`src/rtl/rr_decode_arbiter_pkg.sv`:
```
// rr_decode_arbiter_pkg
//   Shared definitions for the round-robin decode arbiter:
//   - arb_state_t : FSM state encoding (IDLE / GRANT)
//   - clog2_min1  : ceiling log2, never less than 1, used to size
//                   index and counter fields
package rr_decode_arbiter_pkg;

    typedef enum logic {
        ST_IDLE  = 1'b0,
        ST_GRANT = 1'b1
    } arb_state_t;

    // Ceiling log2 that never returns 0. A 1-bit field is still needed
    // when the value range collapses to a single value.
    function automatic int clog2_min1(input int n);
        int r;
        r = 0;
        while ((1 << r) < n) begin
            r = r + 1;
        end
        if (r < 1) begin
            r = 1;
        end
        return r;
    endfunction

endpackage

```
`src/rtl/rr_idx_onehot.sv`:
```
// rr_idx_onehot
//   Combinational binary-to-one-hot converter with enable.
//   Ports:
//     en  : in  1   when 0 the output is all zero
//     idx : in  IW  binary index (values >= N give zero output)
//     y   : out N   one-hot of idx when en=1
module rr_idx_onehot #(
    parameter int N  = 8,
    parameter int IW = 3
) (
    input  logic          en,
    input  logic [IW-1:0] idx,
    output logic [N-1:0]  y
);

    always_comb begin
        y = '0;
        for (int i = 0; i < N; i++) begin
            y[i] = en && (idx == IW'(i));
        end
    end

endmodule

```
`src/rtl/rr_decode_arbiter.sv`:
```
// rr_decode_arbiter
//   Round-robin arbiter that hands one shared decoded resource to one of
//   N requesters at a time. gnt_idx feeds a decoder address and gnt_valid
//   its enable.
//
//   Handshake: req[i] is a level request. While gnt_valid=1 the owner is
//   gnt_idx (and gnt = onehot(gnt_idx)). The grant ends on the edge where
//   done=1, the owner drops req, or the grant has lasted MAX_HOLD cycles;
//   the last case alone raises a one-cycle timeout pulse. After a release
//   there is always one idle cycle before the next grant.
//
//   Ports:
//     clk         : in  1   rising-edge clock
//     rst         : in  1   synchronous active-high reset
//     req         : in  N   per-requester request
//     done        : in  1   owner finished, release this edge
//     gnt         : out N   registered one-hot grant
//     gnt_idx     : out IW  binary index of owner (holds after release)
//     gnt_valid   : out 1   grant active
//     timeout     : out 1   pulse on forced release
//     o_dbg_state : out     current FSM state
module rr_decode_arbiter
    import rr_decode_arbiter_pkg::*;
#(
    parameter int N        = 8,
    parameter int MAX_HOLD = 16,
    localparam int IW      = clog2_min1(N)
) (
    input  logic          clk,
    input  logic          rst,
    input  logic [N-1:0]  req,
    input  logic          done,
    output logic [N-1:0]  gnt,
    output logic [IW-1:0] gnt_idx,
    output logic          gnt_valid,
    output logic          timeout,
    output arb_state_t    o_dbg_state
);

    localparam int HW = clog2_min1(MAX_HOLD);
    localparam logic [HW-1:0] HOLD_LAST = HW'(MAX_HOLD - 1);

    arb_state_t    r_state;
    logic [IW-1:0] r_ptr;
    logic [IW-1:0] r_gnt_idx;
    logic          r_gnt_valid;
    logic [N-1:0]  r_gnt;
    logic [HW-1:0] r_hold_cnt;
    logic          r_timeout;

    arb_state_t    w_nxt_state;
    logic [IW-1:0] w_nxt_ptr;
    logic [IW-1:0] w_nxt_idx;
    logic          w_nxt_valid;
    logic [N-1:0]  w_nxt_gnt;
    logic [HW-1:0] w_nxt_hold;
    logic          w_nxt_timeout;

    logic          w_found;
    logic [IW-1:0] w_sel;
    logic          w_owner_req;
    logic          w_hit_max;
    logic          w_release;

    // Rotating find-first: scan ptr, ptr+1, ..., N-1, 0, ..., ptr-1.
    always_comb begin
        int k;
        k       = 0;
        w_found = 1'b0;
        w_sel   = '0;
        for (int i = 0; i < N; i++) begin
            k = int'(r_ptr) + i;
            if (k >= N) begin
                k = k - N;
            end
            if (!w_found && req[k]) begin
                w_found = 1'b1;
                w_sel   = IW'(k);
            end
        end
    end

    assign w_owner_req = req[r_gnt_idx];
    assign w_hit_max   = (r_hold_cnt == HOLD_LAST);
    assign w_release   = done || !w_owner_req || w_hit_max;

    always_comb begin
        w_nxt_state   = r_state;
        w_nxt_ptr     = r_ptr;
        w_nxt_idx     = r_gnt_idx;
        w_nxt_valid   = r_gnt_valid;
        w_nxt_hold    = r_hold_cnt;
        w_nxt_timeout = 1'b0;
        case (r_state)
            ST_IDLE: begin
                if (w_found) begin
                    w_nxt_state = ST_GRANT;
                    w_nxt_idx   = w_sel;
                    w_nxt_valid = 1'b1;
                    w_nxt_hold  = '0;
                end
            end
            ST_GRANT: begin
                w_nxt_hold = r_hold_cnt + 1'b1;
                if (w_release) begin
                    w_nxt_state   = ST_IDLE;
                    w_nxt_valid   = 1'b0;
                    w_nxt_hold    = '0;
                    w_nxt_ptr     = (r_gnt_idx == IW'(N - 1)) ? '0 : r_gnt_idx + 1'b1;
                    // Timeout only when the hold limit is the sole reason.
                    w_nxt_timeout = w_hit_max && !done && w_owner_req;
                end
            end
            default: begin
                w_nxt_state = ST_IDLE;
                w_nxt_valid = 1'b0;
            end
        endcase
    end

    // gnt is registered from the decoded next index so it lines up with
    // gnt_idx/gnt_valid on the same edge.
    rr_idx_onehot #(
        .N  (N),
        .IW (IW)
    ) u_onehot (
        .en  (w_nxt_valid),
        .idx (w_nxt_idx),
        .y   (w_nxt_gnt)
    );

    always_ff @(posedge clk) begin
        if (rst) begin
            r_state     <= ST_IDLE;
            r_ptr       <= '0;
            r_gnt_idx   <= '0;
            r_gnt_valid <= 1'b0;
            r_gnt       <= '0;
            r_hold_cnt  <= '0;
            r_timeout   <= 1'b0;
        end else begin
            r_state     <= w_nxt_state;
            r_ptr       <= w_nxt_ptr;
            r_gnt_idx   <= w_nxt_idx;
            r_gnt_valid <= w_nxt_valid;
            r_gnt       <= w_nxt_gnt;
            r_hold_cnt  <= w_nxt_hold;
            r_timeout   <= w_nxt_timeout;
        end
    end

    assign gnt         = r_gnt;
    assign gnt_idx     = r_gnt_idx;
    assign gnt_valid   = r_gnt_valid;
    assign timeout     = r_timeout;
    assign o_dbg_state = r_state;

endmodule

```
`config.mk`:
```
export PLATFORM = sky130hd
export DESIGN_NAME = rr_decode_arbiter
export DESIGN_NICKNAME = d
export VERILOG_FILES = /design/src/rtl/rr_decode_arbiter_pkg.sv /design/src/rtl/rr_idx_onehot.sv /design/src/rtl/rr_decode_arbiter.sv
export SDC_FILE = /design/constraint.sdc
export NUM_CORES = 1
export LEC_CHECK = 0
export CAP_MARGIN = 20
export CORE_MARGIN = 5
export CORE_UTILIZATION = 59
export DETAILED_ROUTE_END_ITERATION = 8
export PLACE_DENSITY = 0.94
export SLEW_MARGIN = 20
export SYNTH_ARGS = -nofsm -noshare
export SYNTH_HDL_FRONTEND = slang
export SYNTH_SLANG_ARGS = --single-unit
```
`constraint.sdc`:
```
create_clock -name clk -period 6.69 [get_ports clk]
set_input_delay 1.0035 -clock clk [delete_from_list [all_inputs] [get_ports clk]]
set_output_delay 1.0035 -clock clk [all_outputs]
set_load 0.02 [all_outputs]
```
* After elaboration in Yosys (flattened, before gate mapping) *
Index checks and enable logic that the tools add are counted.

storage, ports and cells
  register bits = 21
  output and inout port bits = 14
  logic and storage cells = 146

operators by class
  $add $sub $neg = 17
  magnitude comparators = 17
  equality and inequality tests = 10
  muxes and demuxes = 62
  bitwise operators = 2
  reduce and logical (&&, ||, !) cells = 31

operators by type and width
  operator                                              count
  < comparator 32 x 5 -> 1 bit (second input constant)  8
  2-to-1 mux 32 bit                                     8
  subtractor 4 x 4 -> 5 bit (second input constant)     7
  2-to-1 mux 3 bit                                      11
  2-to-1 mux 1 bit                                      29
  >= comparator 4 bit (second input constant)           7
  binary-select mux 1 bit (select 3 bit)                9
  logical AND 1 bit                                     17
  adder 3 x 3 -> 4 bit (second input constant)          4
  equality test 3 bit (second input constant)           5
  logical NOT 1 bit                                     9
  adder 3 x 2 -> 4 bit (second input constant)          2
  2-to-1 mux 4 bit                                      2
  case mux 4 bit (2 select lines)                       1
  equality test 3 x 2 -> 1 bit (second input constant)  2
  subtractor 3 x 4 -> 5 bit (second input constant)     1
  adder 3 x 1 -> 4 bit (second input constant)          1
  adder 4 x 1 -> 4 bit (second input constant)          1
  equality test 4 bit (second input constant)           1
  >= comparator 3 x 4 -> 1 bit (second input constant)  1
  < comparator 3 x 4 -> 1 bit (second input constant)   1
  case mux 1 bit (2 select lines)                       2
  adder 3 x 1 -> 3 bit (second input constant)          1
  equality test 3 x 1 -> 1 bit (second input constant)  1
  other kinds (6)                                       8

* Longest topological paths before layout *
Gate-level depths: netlist of run 1.

  depth in word-level cells = 31
  mapped depth = 14

* Modules after synthesis *
From an unflattened synthesis of run 1, not the netlist that was laid out.

second synthesis, totals
  cell total of the unflattened synthesis = 205
  area, all modules = 1998.2 um^2

modules (own cells, without submodules)
  module             times used  cells each  area an instance (um^2)  seq. area each (um^2)
  rr_decode_arbiter  1           197         1903.1                   420.4
  rr_idx_onehot      1           8           95.1                     0.0

* Least setup slack after synthesis of run 1 *
No wires, ideal clock.

  path kind = reg2reg
  start = reg r_ptr[1]
  end = reg r_gnt[1], in the netlist gnt[1]
  library setup time = 0.116 ns
  arrival time = 3.646 ns
  required time = 6.574 ns
  slack = 2.928 ns
  stages on the path, launching flop included = 12
  buffers on the path = 3
  clock period less this slack = 3.762 ns
  path through = dfxtp_1 -> buf_2 -> buf_1 -> inv_1 -> ha_1 -> clkbuf_1 -> mux4_2 -> or4_4 -> or3_4 -> and4_4 -> or3_4 -> and4_1

on the way
  word-level cells in the longest chain between the ends = 31
  elaborated cells between the ends (all ways) = 91
  classes of those cells = add/sub (15); order compare (8); eq/ne (1); mux (52); reduce/logical (15)

RTL lines
  element                                                             line                      text
  start, declared                                                     rr_decode_arbiter.sv:44   logic [IW-1:0] r_ptr;
  start signal, assigned                                              rr_decode_arbiter.sv:143  r_ptr <= w_nxt_ptr;
  branches (longest 30 deep; another with subtractor 4 x 4 -> 5 bit)  --
  logical AND 1 bit (*)                                               rr_idx_onehot.sv:19       y[i] = en && (idx == IW'(i));
  end signal, assigned                                                rr_decode_arbiter.sv:146  r_gnt <= w_nxt_gnt;
  end, declared                                                       rr_decode_arbiter.sv:47   logic [N-1:0] r_gnt;

Every way passes the cells marked *. The select of a mux whose other input is x is not followed.
A chain may end at the register's enable or synchronous reset.

* Worst setup path in the final report of run 1 *
  start = reg r_ptr[0]
  end = reg r_gnt[0], in the netlist gnt[0]

on the way
  word-level cells in the longest chain between the ends = 31
  elaborated cells between the ends (all ways) = 91
  classes of those cells = add/sub (15); order compare (8); mux (52); reduce/logical (16)

RTL lines
  element                                                             line
  branches (longest 30 deep; another with subtractor 4 x 4 -> 5 bit)  --
  logical AND 1 bit (*)                                               rr_idx_onehot.sv:19

Marked as above.

==> key figures, run 1 <==
Synth
  – FFs w/ async S/R, synth: 0%
  – Synth top cells by count: 21 x dfxtp_1, 21 x nor2_1, 16 x nand2_1
  – Seq/Total Area, Yosys: 23.2%
  – Ys Warns: 0
  – Post-synth cell types: 47
  – Mapped Cells: 200
  – Largest cells by area after synthesis: dfxtp_1 23%, mux4_2 15%, mux2_2 5.6%
  – Cell Area, Synth: 1810 µm²
  – Mapped Nets: 216
  – Ys flop type: dfxtp_1
  – Syn avg cell area: 9.05 µm²
  – Dominant cell type by area after synthesis: dfxtp_1
  – Post-synthesis register bit count: 21
  – Post-synth EDFFs: 0
  – Share of Yosys cell area claimed by the top area cell type: 23.2%

STA
  – Worst hold slack: 0.544 ns
  – Pin slew with the least headroom to its limit: 0.775 ns
  – Peak Freq: 0.235 GHz
  – Max-slew headroom: 48.3%
  – Pins Over Slew Limit: 0
  – Final period util: 63.6%
  – Finish-stage setup viols: 0
  – Setup TNS: 0 ns
  – Final Skew: 0.00471 ns
  – Final hold violation count: 0
  – Crit path time final: 4.26 ns
  – RSZ-0062 raised after global routing: false

Die
  – Core area: 3000 µm²
  – Die Area: 4280 µm²
  – Ports: 25
  – Die H: 65.4 µm
  – Initial cell density of the core: 60.3%
  – Chip width: 65.4 µm
  – # rows: 20

Critical path
  – Largest stage delay, worst path: 0.83 ns
  – Crit Path Max Fanout: 17
  – Setup CP Type: reg2reg
  – CP Launch Type: register
  – Worst path top cell family by delay: simple AND/OR/NAND/NOR gates
  – CP required: 6.96 ns
  – CP dominant cell by count: nor3_1
  – Worst Path Arrival: 4.53 ns
  – CP max stage cell: dfxtp_1
  – Crit-path cells: inv_1 > ha_1 > mux4_2 > or4_4 > nor3_1 > or4_1 > o21ai_1 > nor3_1 > and4_1
  – Worst path bufs/invs: 1
  – Critical Path End Type: register

Route
  – Final ANT Viol Nets: 0
  – Vias per cell: 6.52
  – DR WL/cell: 16.5 µm
  – DRT Pass-1 Iters: 4
  – Via Count: 1631
  – Routed wire length: 4130 µm
  – Drt drc: 0
  – Violation count after the first detailed-route iteration: 100

Clocking
  – Worst-Skew Late Latency: 0.32 ns
  – CTS tree: yes
  – Clock buffer depth: 2
  – Root Driver: clkbuf_4
  – Clk sinks: 21
  – Post-CTS Setup Bufs: 0
  – CTS buffer count: 3
  – Hold Buf Count CTS: 0
  – H-tree depth: 1
  – PostCTS Resize Cnt: 0
  – Reg clk slew, reported paths: 0.12 ns

Final layout
  – ANT cells: 0
  – Post-layout util: 68.8%
  – Share of cells above drive strength 1: 14.3%
  – Area growth from synthesis to layout: 14.2%
  – Post-layout net count: 234

Global routing
  – Largest net degree at the start of global routing: 21
  – First-pass GRT wire length: 7090 µm
  – Initial antenna violation count: 0
  – Global route overflow: 0
  – GRT Util Overall: 21.1%
  – Vias in the first global route: 1545

Pwr
  – P per Cell Area: 251 nW/µm²
  – Leakage: 0.754 nW
  – IR drop worst, VDD: 0.136 mV

Placed design
  – IO buf count: 24
  – Detailed placer's ending HPWL: 3020 µm
  – Gpl congestion: 0.906

Min path
  – Min-delay worst type: reg2reg

Flow run
  – Max cap viols: 0

Outcome
  – Status: finished clean
==> power by group <==
group          switching (mW)  internal [mW]
Sequential             0.0276          0.139
Clock                  0.0402         0.0225
Combinational           0.149          0.141
==> kinds of logic after synthesis <==
family	count (synthesis)	synth area share, %
AOI/OAI and AO/OA	38	13.5
xor gates and xnor gates	4	1.94
adders and majority gates	5	3.46
buffers and inverters	20	4.77
DFF	21	23.2
muxes	31	28.7
and+or+nand+nor	81	24.3
==> area by class of cell <==
class / instances / area, µm²
fillers: 224 / 936
multi-input cells: 159 / 1300
flip-flops and latches: 21 / 420
repair buffers: 24 / 240
clock inverters: 1 / 5.00
inverters: 9 / 33.8
clock buffers: 3 / 22.5
well taps: 33 / 41.3
==> worst min-delay path, delay by kind of cell (launching register included) <==
kind | cells | cell delay (ns)
AOI/OAI and AO/OA | 2 | 0.15
DFF | 1 | 0.36
==> registers in the layout (all words and copies together), names as in the netlist <==
signal and count:
gnt_idx 3, r_hold_cnt 4, gnt 8, r_ptr 3, gnt_valid 1, timeout 1
o_dbg_state 1
==> path summary, 6_finish.rpt <==
kind | start | to | slack, ns | cells past startpoint
min reg2reg | r_hold_cnt[2] | r_hold_cnt[2] | 0.54 | 2
max | r_ptr[0] | gnt[0] | 2.43 | 9
min | r_hold_cnt[2] | r_hold_cnt[2] | 0.54 | 2
max reg2reg | r_ptr[0] | gnt[0] | 2.43 | 9
==> per-layer routing <==
metal	GRT usage, %	routed length, µm	share of wire, %	up-vias
met2	34.8	1980	48	72
met1	27.3	1760	43	754
met5	0	0	0	-
met4	7.25	68	1.6	0
li1	-	-	-	799
met3	4.62	313	7.6	6
==> layout by cell type, fill, tap and decap left out, types with 2 or more instances in the layout <==
cell type        synthesis  routed
o32a_1                   3       3
or3_1                    2       2
clkbuf_4                 0       3
nor2b_1                  4       4
or3_4                    2       2
o21ai_0                  7       7
a21oi_1                 14      14
a2bb2oi_1                2       2
nor3b_1                  3       3
o31ai_1                  2       2
ha_1                     5       5
nor3_1                   6       6
inv_1                    9       9
xor2_1                   3       3
dfxtp_1                 21      21
mux2_2                   9       9
nand3_1                  6       6
a21boi_0                 2       2
and3_1                   2       2
nor2_1                  21      21
mux4_1                   3       3
and4_1                   4       4
nor4_1                   5       5
nand2b_1                 2       2
mux4_2                  12      12
nand2_1                 16      16
clkdlybuf4s50_1          0      24
mux2i_1                  7       7
==> metrics by stage <==
step           cell area (µm²)  power (mW)  instances  setup slack [ns]
2_1_floorplan             1810       0.385        200              2.93
3_3_place_gp              2040       0.447        246              2.63
3_5_place_dp              2040       0.455        246              2.46
4_1_cts                   2070       0.517        250              2.42
5_1_grt                   2070       0.558        250              2.15
6_report                  2070       0.519        250              2.43
(Power assumes the default switching activity.)
==> run 2, diff against run 1 <==
--- a/config.mk
+++ b/config.mk
@@ -7,9 +7,9 @@
 export LEC_CHECK = 0
 export CAP_MARGIN = 20
 export CORE_MARGIN = 5
-export CORE_UTILIZATION = 59
+export CORE_UTILIZATION = 55
 export DETAILED_ROUTE_END_ITERATION = 8
-export PLACE_DENSITY = 0.94
+export PLACE_DENSITY = 0.89
 export SLEW_MARGIN = 20
 export SYNTH_ARGS = -nofsm -noshare
 export SYNTH_HDL_FRONTEND = slang
==> constraint.sdc (replaced) <==
create_clock -name clk -period 4.45 [get_ports clk]
set_input_delay 0.6675 -clock clk [delete_from_list [all_inputs] [get_ports clk]]
set_output_delay 0.6675 -clock clk [all_outputs]
set_load 0.02 [all_outputs]
==> key figures, run 2 (synthesis results as in run 1) <==
Placed design
  – Detailed placer's ending HPWL: 3110 µm (+3.0%)
  – Gpl congestion: 0.954 (+5.3%)
  – Dpl cells: 260 (+5.7%)
  – IO buf count: 24 (unchanged)

Die
  – Chip width: 67.4 µm (+3.0%)
  – Core area: 3100 µm² (+3.3%)
  – Ports: 25 (unchanged)
  – # rows: 20 (unchanged)
  – Initial cell density of the core: 58.3% (-1.9 points)
  – Die Area: 4540 µm² (+6.1%)
  – Die H: 67.4 µm (+3.0%)

Critical path
  – CP dominant cell by count: nor3_1
  – CP Launch Type: register
  – Critical Path End Type: register
  – Worst Path Arrival: 4.04 ns (-0.49 ns)
  – CP required: 4.69 ns (-2.27 ns)
  – Flop-to-flop setup slack: 0.66 ns (-1.78 ns)
  – Setup CP Type: reg2reg
  – Crit-path cells: inv_1 > ha_1 > mux4_2 > or4_4 > nor3_1 > or4_1 > o21ai_1 > nor3_1 > and4_1
  – Largest stage delay, worst path: 0.70 ns (-0.13 ns)
  – CP max stage cell: ha_1
  – Crit Path Max Fanout: 15 (-2)

Global routing
  – Vias in the first global route: 1495 (-3.2%)
  – Global route overflow: 0 (unchanged)
  – GRT Util Overall: 19.9% (-1.3 points)
  – Largest net degree at the start of global routing: 17 (-19%)
  – Initial antenna violation count: 0 (unchanged)
  – First-pass GRT wire length: 6970 µm (-1.7%)

Clocking
  – Worst-Skew Late Latency: 0.30 ns (-0.02 ns)
  – Root Driver: clkbuf_4
  – PostCTS Resize Cnt: 0 (unchanged)
  – Hold Buf Count CTS: 0 (unchanged)
  – H-tree depth: 1 (unchanged)
  – Post-CTS Setup Bufs: 0 (unchanged)
  – Clock buffer depth: 2 (unchanged)
  – Clk sinks: 21 (unchanged)
  – Reg clk slew, reported paths: 0.11 ns (about the same)
  – CTS tree: yes
  – CTS buffer count: 3 (unchanged)

Final layout
  – Register Area: 420 µm² (unchanged)
  – Area growth from synthesis to layout: 16.2%
  – Post-layout net count: 237 (+1.3%)
  – ANT cells: 0 (unchanged)
  – Multi-input gate area: 1300 µm² (unchanged)
  – Commonest non-fill, non-tap cells in the layout: 24 x clkdlybuf4s50_1, 21 x nor2_1, 21 x dfxtp_1, 16 x nand2_1, 14 x a21oi_1
  – Max reg flops: 8 (unchanged)
  – Fillers: 271 (+21%)
  – Share of cells above drive strength 1: 15.5% (+1.2 points)
  – Non-filler instance count after layout: 264 (+5.6%)
  – Most common cell after layout, fill and taps aside: clkdlybuf4s50_1

Route
  – Via Count: 1629 (-0.12%)
  – DRT Pass-1 Iters: 4 (unchanged)
  – Violation count after the first detailed-route iteration: 95 (-5.0%)
  – Final ANT Viol Nets: 0 (unchanged)
  – DR WL/cell: 15.0 µm (-9.0%)
  – Drt drc: 0 (unchanged)
  – Routed wire length: 3970 µm (-3.9%)
  – Vias per cell: 6.17 (-5.4%)

STA
  – Setup TNS: 0 ns (unchanged)
  – Worst hold slack: 0.509 ns (-0.0342 ns)
  – Finish-stage setup viols: 0 (unchanged)
  – Final Skew: 0.00547 ns (+0.000762 ns)
  – Crit path time final: 3.79 ns (-0.462 ns)
  – Pin slew with the least headroom to its limit: 0.610 ns (-0.165 ns)
  – Pins Over Slew Limit: 0 (unchanged)
  – Peak Freq: 0.264 GHz (+12%)
  – Max-slew headroom: 59.3% (+11 points)
  – RSZ-0062 raised after global routing: false
  – Final period util: 85.3% (+22 points)
  – Final hold violation count: 0 (unchanged)

Flow run
  – Max cap viols: 0 (unchanged)

Min path
  – Min-delay worst type: reg2reg

Pwr
  – IR drop worst, VDD: 0.242 mV (+78%)
  – P per Cell Area: 370 nW/µm² (+47%)
  – Leakage: 0.770 nW (+2.1%)

Outcome
  – Status: finished clean
run 2: cell types whose count changed in the layout (fill, tap and decap cells not counted), sizes merged:
| cell | delta |
|---|---|
| buf | +3 |
run 2: final timing paths:
path / start / to / cells past startpoint
setup reg to reg: r_ptr[0] / gnt[4] / 9
setup / recovery: r_ptr[0] / gnt[4] / 9
hold reg to reg: r_hold_cnt[3] / r_hold_cnt[3] / 2
hold / removal: r_hold_cnt[3] / r_hold_cnt[3] / 2
run 2: through the flow:
stage / utilization (%) / total power [mW] / area, µm² / setup slack [ns]
after floorplan: - / 0.578 / 1810 / 0.688
after global placement: 66.9 / 0.684 / 2080 / 0.717
after detailed placement: 66.9 / 0.692 / 2080 / 0.661
after CTS: 67.8 / 0.780 / 2100 / 0.696
after global routing: 67.8 / 0.842 / 2100 / 0.490
final: 67.8 / 0.778 / 2100 / 0.656
run 2: routing by layer:
layer / global-route usage [%] / up-vias / wire (µm)
li1: - / 803 / -
met1: 27.6 / 769 / 1770
met2: 31.5 / 51 / 1930
met3: 4.66 / 6 / 223
met4: 4.05 / 0 / 42
met5: 0 / - / 0
run 2: power by group:
| part | internal (mW) | switching (mW) | total (mW) |
|---|---|---|---|
| Clock | 0.0335 | 0.0547 | 0.0881 |
| Sequential | 0.209 | 0.0240 | 0.233 |
| Combinational | 0.216 | 0.241 | 0.456 |
| Total | 0.459 | 0.319 | 0.778 |
run 2: worst max-delay path: cells and delay by family (launching register included):
kind                     cells  cell delay [ns]
AND/OR/NAND/NOR              5             1.88
AO/OA/AOI/OAI                1             0.07
flip-flops                   1             0.34
multiplexers                 1             0.64
buffers and inverters        1             0.10
adder cells (fa/ha/maj)      1             0.70
run 2: cell type report:
cell class / instances / share of cell area (%)
Multi-Input combinational cell: 159 / 62.0
Sequential cell: 21 / 20.0
Timing Repair Buffer: 27 / 12.5
Tap cell: 44 / 2.62
Inverter: 9 / 1.61
Clock buffer: 3 / 1.07
Clock inverter: 1 / 0.238
==> run 3, diff against run 2 <==
--- a/config.mk
+++ b/config.mk
@@ -5,11 +5,11 @@
 export SDC_FILE = /design/constraint.sdc
 export NUM_CORES = 1
 export LEC_CHECK = 0
-export CAP_MARGIN = 20
+export CAP_MARGIN = 40
 export CORE_MARGIN = 5
 export CORE_UTILIZATION = 55
 export DETAILED_ROUTE_END_ITERATION = 8
-export PLACE_DENSITY = 0.89
+export PLACE_DENSITY = 0.83
 export SLEW_MARGIN = 20
 export SYNTH_ARGS = -nofsm -noshare
 export SYNTH_HDL_FRONTEND = slang
==> key figures, run 3 (synthesis results as in run 1) <==
Outcome
  – Status: finished clean

Die
  – Initial cell density of the core: 58.3% (unchanged)
  – Die Area: 4540 µm² (unchanged)
  – # rows: 20 (unchanged)
  – Chip width: 67.4 µm (unchanged)
  – Die H: 67.4 µm (unchanged)
  – Ports: 25 (unchanged)
  – Core area: 3100 µm² (unchanged)

Pwr
  – IR drop worst, VDD: 0.207 mV (-14%)
  – Clk pwr share: 11.4% (about the same)
  – Final Power: 0.785 mW (+0.94%)
  – Leakage: 0.770 nW (unchanged)
  – P per Cell Area: 373 nW/µm² (+0.94%)
  – Sw Share: 41.5% (+0.44 points)
  – NetSw: 0.326 mW (+2.0%)
  – Int Pwr: 0.460 mW (+0.19%)
  – Seq pwr share: 29.7% (-0.3 points)
  – Comb pwr share: 58.9% (+0.2 points)

Final layout
  – ANT cells: 0 (unchanged)
  – Most common cell after layout, fill and taps aside: clkdlybuf4s50_1
  – Post-layout net count: 237 (unchanged)
  – Multi-input gate area: 1300 µm² (unchanged)
  – Register Area: 420 µm² (unchanged)
  – Max reg flops: 8 (unchanged)
  – Area growth from synthesis to layout: 16.2% (unchanged)
  – Finished Cell Area: 2100 µm² (unchanged)
  – Share of cells above drive strength 1: 15.5% (unchanged)
  – Post-layout util: 67.8% (unchanged)
  – Commonest non-fill, non-tap cells in the layout: 24 x clkdlybuf4s50_1, 21 x nor2_1, 21 x dfxtp_1, 16 x nand2_1, 14 x a21oi_1
  – Fillers: 263 (-3.0%)

Global routing
  – Vias in the first global route: 1543 (+3.2%)
  – Global route overflow: 0 (unchanged)
  – First-pass GRT wire length: 7220 µm (+3.6%)
  – Largest net degree at the start of global routing: 17 (unchanged)
  – Initial antenna violation count: 0 (unchanged)
  – GRT Util Overall: 20.6% (+0.78 points)

Placed design
  – Detailed placer's ending HPWL: 3290 µm (+5.6%)
  – IO buf count: 24 (unchanged)
  – Placed inst area: 2080 µm² (unchanged)
  – Gpl congestion: 0.928 (-2.7%)

Clocking
  – Worst-Skew Late Latency: 0.30 ns (about the same)
  – Reg clk slew, reported paths: 0.11 ns (about the same)
  – Root Driver: clkbuf_4
  – H-tree depth: 1 (unchanged)
  – Post-CTS Setup Bufs: 0 (unchanged)
  – Clock buffer depth: 2 (unchanged)
  – Clk sinks: 21 (unchanged)
  – Hold Buf Count CTS: 0 (unchanged)
  – CTS buffer count: 3 (unchanged)
  – PostCTS Resize Cnt: 0 (unchanged)
  – CTS tree: yes

STA
  – Setup TNS: 0 ns (unchanged)
  – Final hold violation count: 0 (unchanged)
  – Max-slew headroom: 59.9% (+0.60 points)
  – Pins Over Slew Limit: 0 (unchanged)
  – Finish-stage setup viols: 0 (unchanged)
  – Pin slew with the least headroom to its limit: 0.601 ns (-0.00900 ns)
  – Final period util: 83.8% (-1.5 points)
  – Final Skew: 0.00248 ns (-0.00300 ns)
  – Crit path time final: 3.73 ns (-0.0657 ns)
  – Peak Freq: 0.268 GHz (+1.8%)
  – RSZ-0062 raised after global routing: false

Route
  – Vias per cell: 6.24 (+1.2%)
  – Drt drc: 0 (unchanged)
  – DR WL/cell: 16.2 µm (+7.6%)
  – Routed wire length: 4270 µm (+7.6%)
  – Via Count: 1648 (+1.2%)
  – Violation count after the first detailed-route iteration: 114 (+20%)
  – Final ANT Viol Nets: 0 (unchanged)
  – DRT Pass-1 Iters: 4 (unchanged)

Critical path
  – CP Launch Type: register
  – Critical Path End Type: register
  – Setup CP Type: reg2reg
  – Largest stage delay, worst path: 0.70 ns (about the same)
  – Worst path top cell family by delay: simple AND/OR/NAND/NOR gates
  – Crit Path Max Fanout: 15 (unchanged)
  – Crit-path cells: inv_1 > ha_1 > mux4_2 > or4_4 > nor3_1 > or4_1 > o21ai_1 > nor3_1 > and4_1
  – Worst path bufs/invs: 1 (unchanged)
  – Worst Path Arrival: 3.98 ns (-0.06 ns)
  – CP required: 4.70 ns (about the same)
  – CP dominant cell by count: nor3_1
  – CP max stage cell: ha_1

Min path
  – Min-delay worst type: reg2reg

Flow run
  – Max cap viols: 0 (unchanged)
## run 3: layer usage
metal / up-vias / track usage, % / routed length, µm
met5: - / 0 / 0
met4: 0 / 5.32 / 0
met3: 0 / 5.32 / 305
met2: 68 / 32.8 / 2100
met1: 776 / 27.9 / 1860
li1: 804 / - / -
## run 3: stage by stage
stage                     setup slack [ns]  hold WS [ns]  cells
after floorplan                      0.688         0.459    200
after global placement               0.724         0.469    260
after detailed placement             0.686         0.489    260
after CTS                            0.765         0.506    264
after global routing                 0.386         0.524    264
final                                0.722         0.507    264
## run 3: final cells by class
cell class                 count  area share, %
timing repair buffer          27           12.5
multi-input combinational    159           62.0
inverter                       9           1.61
clock inverter                 1          0.238
sequential                    21           20.0
clock buffer                   3           1.07
tap                           44           2.62
## run 3: worst paths after layout
kind / start / to / slack (ns) / cells past startpoint
setup reg to reg: r_ptr[0] / gnt[4] / 0.72 / 9
hold reg to reg: r_hold_cnt[3] / r_hold_cnt[3] / 0.51 / 2
setup / recovery: r_ptr[0] / gnt[4] / 0.72 / 9
hold / removal: r_hold_cnt[3] / r_hold_cnt[3] / 0.51 / 2
## run 3: power groups by stage
stage	clock (mW)	sequential [mW]	combinational, mW
floorplan	0	0.250	0.328
finish	0.0896	0.233	0.462
CTS	0.0923	0.234	0.458
global placement	0	0.237	0.442
global route	0.104	0.237	0.505
detailed placement	0	0.238	0.454
## run 3: tightest hold or removal path, stage by stage, from the launching register on
cell	delay (ns)
dfxtp_1	0.34
o21ai_0	0.07
a21oi_1	0.06
==> edit 1 (config.mk and constraints of run 2) <==
Register the output `o_dbg_state` once more, without a reset; this adds one clock of latency there. The other outputs are not delayed to match.
--- a/src/rtl/rr_decode_arbiter.sv
+++ b/src/rtl/rr_decode_arbiter.sv
@@ -153,7 +153,9 @@
     assign gnt_idx     = r_gnt_idx;
     assign gnt_valid   = r_gnt_valid;
     assign timeout     = r_timeout;
-    assign o_dbg_state = r_state;
+    always_ff @(posedge clk) begin
+        o_dbg_state <= r_state;
+    end
 
 endmodule
 
Check against the original RTL: not equivalent (a bounded check fails within 4 cycles, from zero or initial values and one cycle with rst high).
==> edit 1 against run 2 <==
Cell area is 5.5% higher. Area after synthesis grew 6.4%. Setup slack improved by 0.21 ns. Routed wire length rose by 21%. Combinational power up 10%. Sequential share of layout area fell by 0.13 points. Clock skew fell by 0.0035 ns. Worst hold slack got worse by 0.026 ns. Count of clock-buffer cells in the layout grew 1. Synthesized cell count increased by 5.0%. Die area up 5.5%. Sequential cell count grew 1. Power grew 9.8%. Highest routed layer unchanged.
==> edit 1: results (changes against run 2) <==
| Metric | Value |
|---|---|
| Status | `finished clean` |
| P_leak | `0.8201 nW (+6.5%)` |
| Post-Place Cells | `272 (+4.6%)` |
| Seq/Total Area, Yosys | `22.86% (-0.36 points)` |
| DR vias | `1763 (+8.2%)` |
| Vias in the first global route | `1660 (+11%)` |
| R2R Path End | `gnt[3]$_SDFF_PP0_` |
| Post-DP Area | `2182 µm² (+5.1%)` |
| GR Util met2 | `34.11% (+2.6 points)` |
| Post-Synthesis Cells | `210 (+5.0%)` |
| Met3 Use GR | `3.043% (-1.6 points)` |
| Hold Startpoint | `r_hold_cnt[1]$_SDFFE_PP0P_` |
| Hold Slack | `0.4833 ns (-0.02614 ns)` |
| Clk_skew | `0.002020 ns (-0.003454 ns)` |
| P_sw | `357.4 µW (+12%)` |
| VDD IR max | `0.0002333 V (-3.8%)` |
| WP data arrival | `3.83 ns (-0.21 ns)` |
| FF-to-FF setup slack | `0.86 ns (+0.21 ns)` |
| First-pass GRT wire length | `8142 µm (+17%)` |
| Tightest Pin Transition | `0.6950 ns (+0.08511 ns)` |
| Met1 Usage GRT | `27.06% (-0.57 points)` |
| WL/cell | `17.38 µm (+16%)` |
| Share of cells above drive strength 1 | `16.52% (+1.1 points)` |
| DP Wirelength | `3735 µm (+20%)` |
| Layout Cells excl Fill | `276 (+4.5%)` |
| Largest net degree at the start of global routing | `20 (+3)` |
| Worst-case hold path end point | `r_hold_cnt[1]$_SDFFE_PP0P_` |
## edit 1: cell types whose count changed in the layout (fill, tap and decap cells not counted), sizes merged, moves of 3 or more
cell / run 2 / this run
nor4: 5 / 1
o21ai: 8 / 5
a22o: 0 / 4
and2: 1 / 4
xor2: 3 / 0
mux2i: 7 / 12
and4: 5 / 0
## edit 1: logic make-up (layout without fill, tap and decap cells)
logic type	Yosys count	count (layout)	synth area share [%]
and+or+nand+nor	76	76	20.72
AOI/OAI and AO/OA	53	53	20.78
muxes	32	32	26.30
DFF	22	22	22.86
buffers and inverters	19	39	4.740
adders and majority gates	5	5	3.247
xor gates and xnor gates	3	3	1.364
## edit 1: routing by layer
layer  vias up  wire (µm)  share of wire [%]
met4         0         72                1.5
met1       836       2021                 42
met3        12        283                5.9
met2        72       2421                 50
li1        843          -                  -
met5         -          0                  0
## edit 1: cell type report
cell class	instances	area [µm²]
multi-input combinational	169	1395
tap	46	57.56
sequential	22	440.4
clock buffer	4	36.28
fill	282	1145
timing repair buffer	26	255.2
inverter	9	33.78
## edit 1: worst max-delay path by stage
stage / from / slack (ns) / end / depth (start not counted)
final: r_ptr[0]$_SDFFE_PP0P_ / 0.86 / gnt[3]$_SDFF_PP0_ / 9
after global routing: r_ptr[0]$_SDFFE_PP0P_ / 0.73 / gnt[1]$_SDFF_PP0_ / 10
after CTS: r_ptr[0]$_SDFFE_PP0P_ / 0.88 / gnt[3]$_SDFF_PP0_ / 9
after detailed placement: r_ptr[0]$_SDFFE_PP0P_ / 0.89 / gnt[3]$_SDFF_PP0_ / 9
after global placement: req[0] / 0.93 / gnt[1]$_SDFF_PP0_ / 9
after floorplan: r_ptr[0]$_SDFFE_PP0P_ / 1.12 / gnt[3]$_SDFF_PP0_ / 12
==> edit 2 (config.mk and constraints of run 2) <==
Made on the original files. `N` is set to 8 in 2 places; all go to 16.
--- a/src/rtl/rr_idx_onehot.sv
+++ b/src/rtl/rr_idx_onehot.sv
@@ -5,7 +5,7 @@
 //     idx : in  IW  binary index (values >= N give zero output)
 //     y   : out N   one-hot of idx when en=1
 module rr_idx_onehot #(
-    parameter int N  = 8,
+    parameter int N  = 16,
     parameter int IW = 3
 ) (
     input  logic          en,
--- a/src/rtl/rr_decode_arbiter.sv
+++ b/src/rtl/rr_decode_arbiter.sv
@@ -22,7 +22,7 @@
 module rr_decode_arbiter
     import rr_decode_arbiter_pkg::*;
 #(
-    parameter int N        = 8,
+    parameter int N        = 16,
     parameter int MAX_HOLD = 16,
     localparam int IW      = clog2_min1(N)
 ) (
Interface: changed (resized gnt, gnt_idx and req); port bits go from 25 to 42. The function was not compared with the original's and may differ.
==> edit 2 against run 2 <==
Count of clock-buffer cells in the layout grew 3. Clock power grew 150%. Power grew to 4.2 times the old value. Cell area is 110% higher. Setup slack worse by 0.42 ns. Worst hold slack got worse by 0.016 ns. Routed wire length rose to 2.9 times the old value. Area after synthesis increased by 110%. Non-clock buffer count up 43. Sequential cell count is 10 higher. Critical endpoint is now gnt[1]$_SDFF_PP0_.
==> edit 2: results (changes against run 2) <==
| Metric | Value |
|---|---|
| First-pass GRT wire length | `19120 µm (+170%)` |
| Placement Setup Slack | `0.07145 ns (-0.5896 ns)` |
| Initial antenna violation count | `0 (unchanged)` |
| Clk_skew | `0.004494 ns (-0.0009793 ns)` |
| DP Wirelength | `8805 µm (+180%)` |
| CTS Sinks | `31 (+48%)` |
| DR vias | `3861 (+140%)` |
| Crit-path max FO | `10 (-5)` |
| Worst Setup SP | `r_ptr[1]$_SDFFE_PP0P_` |
| Vias in the first global route | `3697 (+150%)` |
| Largest register FFs | `16 (+8)` |
| Share of cells above drive strength 1 | `21.93% (+6.5 points)` |
| Post-DP Area | `4329 µm² (+110%)` |
| Synth cell count leaders | `45 x mux4_2, 36 x nor2_1, 31 x dfxtp_1` |
| Clk_lat worst skew | `0.28 ns (-0.02 ns)` |
| Slowest CP cell | `ha_1` |
| WP data arrival | `4.43 ns (+0.39 ns)` |
| Post-synth net total | `433 (+100%)` |
| Largest net degree at the start of global routing | `36 (+19)` |
| Adder and majority gate portion of the synthesized area | `3.001% (-0.45 points)` |
| Number of vias per cell | `7.203 (+17%)` |
| IO buf count | `41 (+71%)` |
| R2R Path Start | `r_ptr[1]$_SDFFE_PP0P_` |
| CTS clk-pin slew, worst paths | `0.06 ns (-0.05 ns)` |
| Max H-tree Level | `2 (+1)` |
| CP endpoint | `gnt[1]$_SDFF_PP0_` |
| P_leak | `1.574 nW (+100%)` |
| PnR worst setup slack | `0.2381 ns (-0.4178 ns)` |
| RePlAce Congestion | `1.026 (+7.5%)` |
| CTS buffer count | `5 (+2)` |
| Clock root buffer | `clkbuf_8` |
| Worst hold path type | `reg2reg` |
| Ranking of synthesized cells by area | `mux4_2 27%, dfxtp_1 17%, mux2i_1 4.3%, nor2_1 3.6%, a21oi_1 3.1%` |
| Largest stage delay on the critical path | `0.54 ns (-0.16 ns)` |
| Hold Slack | `0.4931 ns (-0.01636 ns)` |
| Pre-Repair DR Iteration Count | `5 (+1)` |
| Gr usage total | `27.79% (+7.9 points)` |
| Final Net Count | `484 (+100%)` |
| Post-Place Cells | `529 (+100%)` |
| Fill cell count | `517 (+91%)` |
| Antenna cells | `0 (unchanged)` |
| Compound-Gate Fraction of Synth Area | `19.67% (+6.1 points)` |
| Routed WL | `11600 µm (+190%)` |
| Worst-case hold path end point | `gnt_valid$_SDFF_PP0_` |
| Synth cell types | `69 (+47%)` |
| VDD IR max | `0.0004058 V (+67%)` |
| Tightest Pin Transition | `0.6299 ns (+0.02006 ns)` |
| Mux contribution to synthesized area | `33.08% (+4.3 points)` |
| Hold Startpoint | `gnt_valid$_SDFF_PP0_` |
| Avg Inst Size Synth | `9.265 µm² (+2.3%)` |
| R2r worst-path depth | `14 (+5)` |
| Status | `finished clean` |
| Post-CTS Setup Bufs | `0 (unchanged)` |
| Seq/Total Area, Yosys | `16.54% (-6.7 points)` |
| Post-Synth XOR/XNOR Area | `3.034% (+1.1 points)` |
| Drt initial violations | `510 (+440%)` |
==> edit 2: changes by cell type after synthesis, sizes merged, moves of 10 or more <==
cell,before,now
mux4,15,45
nor2,21,36
nand2,16,30
o21ai,8,20
inv,9,20
a21oi,14,24
buf,5,15
dfxtp,21,31
==> edit 2: power by group <==
group          switching, mW  internal (mW)  total, mW
logic                   1.50           1.13       2.63
registers             0.0773          0.330      0.407
clock network         0.0981          0.121      0.219
==> edit 2: metal layers <==
layer / track usage, % / up-vias / wire (µm) / part of all wire [%]
li1: - / 1687 / - / -
met1: 37.09 / 1821 / 4603 / 40
met2: 44.41 / 301 / 5419 / 47
met3: 4.874 / 52 / 1044 / 9.0
met4: 11.88 / 0 / 536 / 4.6
met5: 0 / - / 0 / 0
==> edit 2: layout make-up <==
| cell class | instances | area (µm²) | share of cell area (%) |
|---|---|---|---|
| tap | 80 | 100.1 | 2.266 |
| timing repair buffer | 70 | 628.1 | 14.22 |
| inverter | 21 | 78.83 | 1.785 |
| clock inverter | 1 | 5.005 | 0.1133 |
| multi-input combinational | 327 | 2902 | 65.69 |
| sequential | 31 | 620.6 | 14.05 |
| clock buffer | 6 | 82.58 | 1.870 |
==> edit 2: logic make-up (layout without fill, tap and decap cells) <==
kind of cell | Yosys count | in the layout
simple gates | 132 | 132
compound gates | 106 | 106
mux | 67 | 67
buf+inv | 47 | 98
flops | 31 | 31
xor+xnor | 13 | 13
fa+ha+maj | 9 | 9
==> edit 2: critical path: cells and delay by family, from the launching register on <==
kind | cells | cell delay (ns)
AO/OA/AOI/OAI | 2 | 0.67
flip-flops | 1 | 0.34
buffers and inverters | 3 | 0.51
multiplexers | 3 | 1.11
AND/OR/NAND/NOR | 5 | 0.99
adder cells (fa/ha/maj) | 1 | 0.54
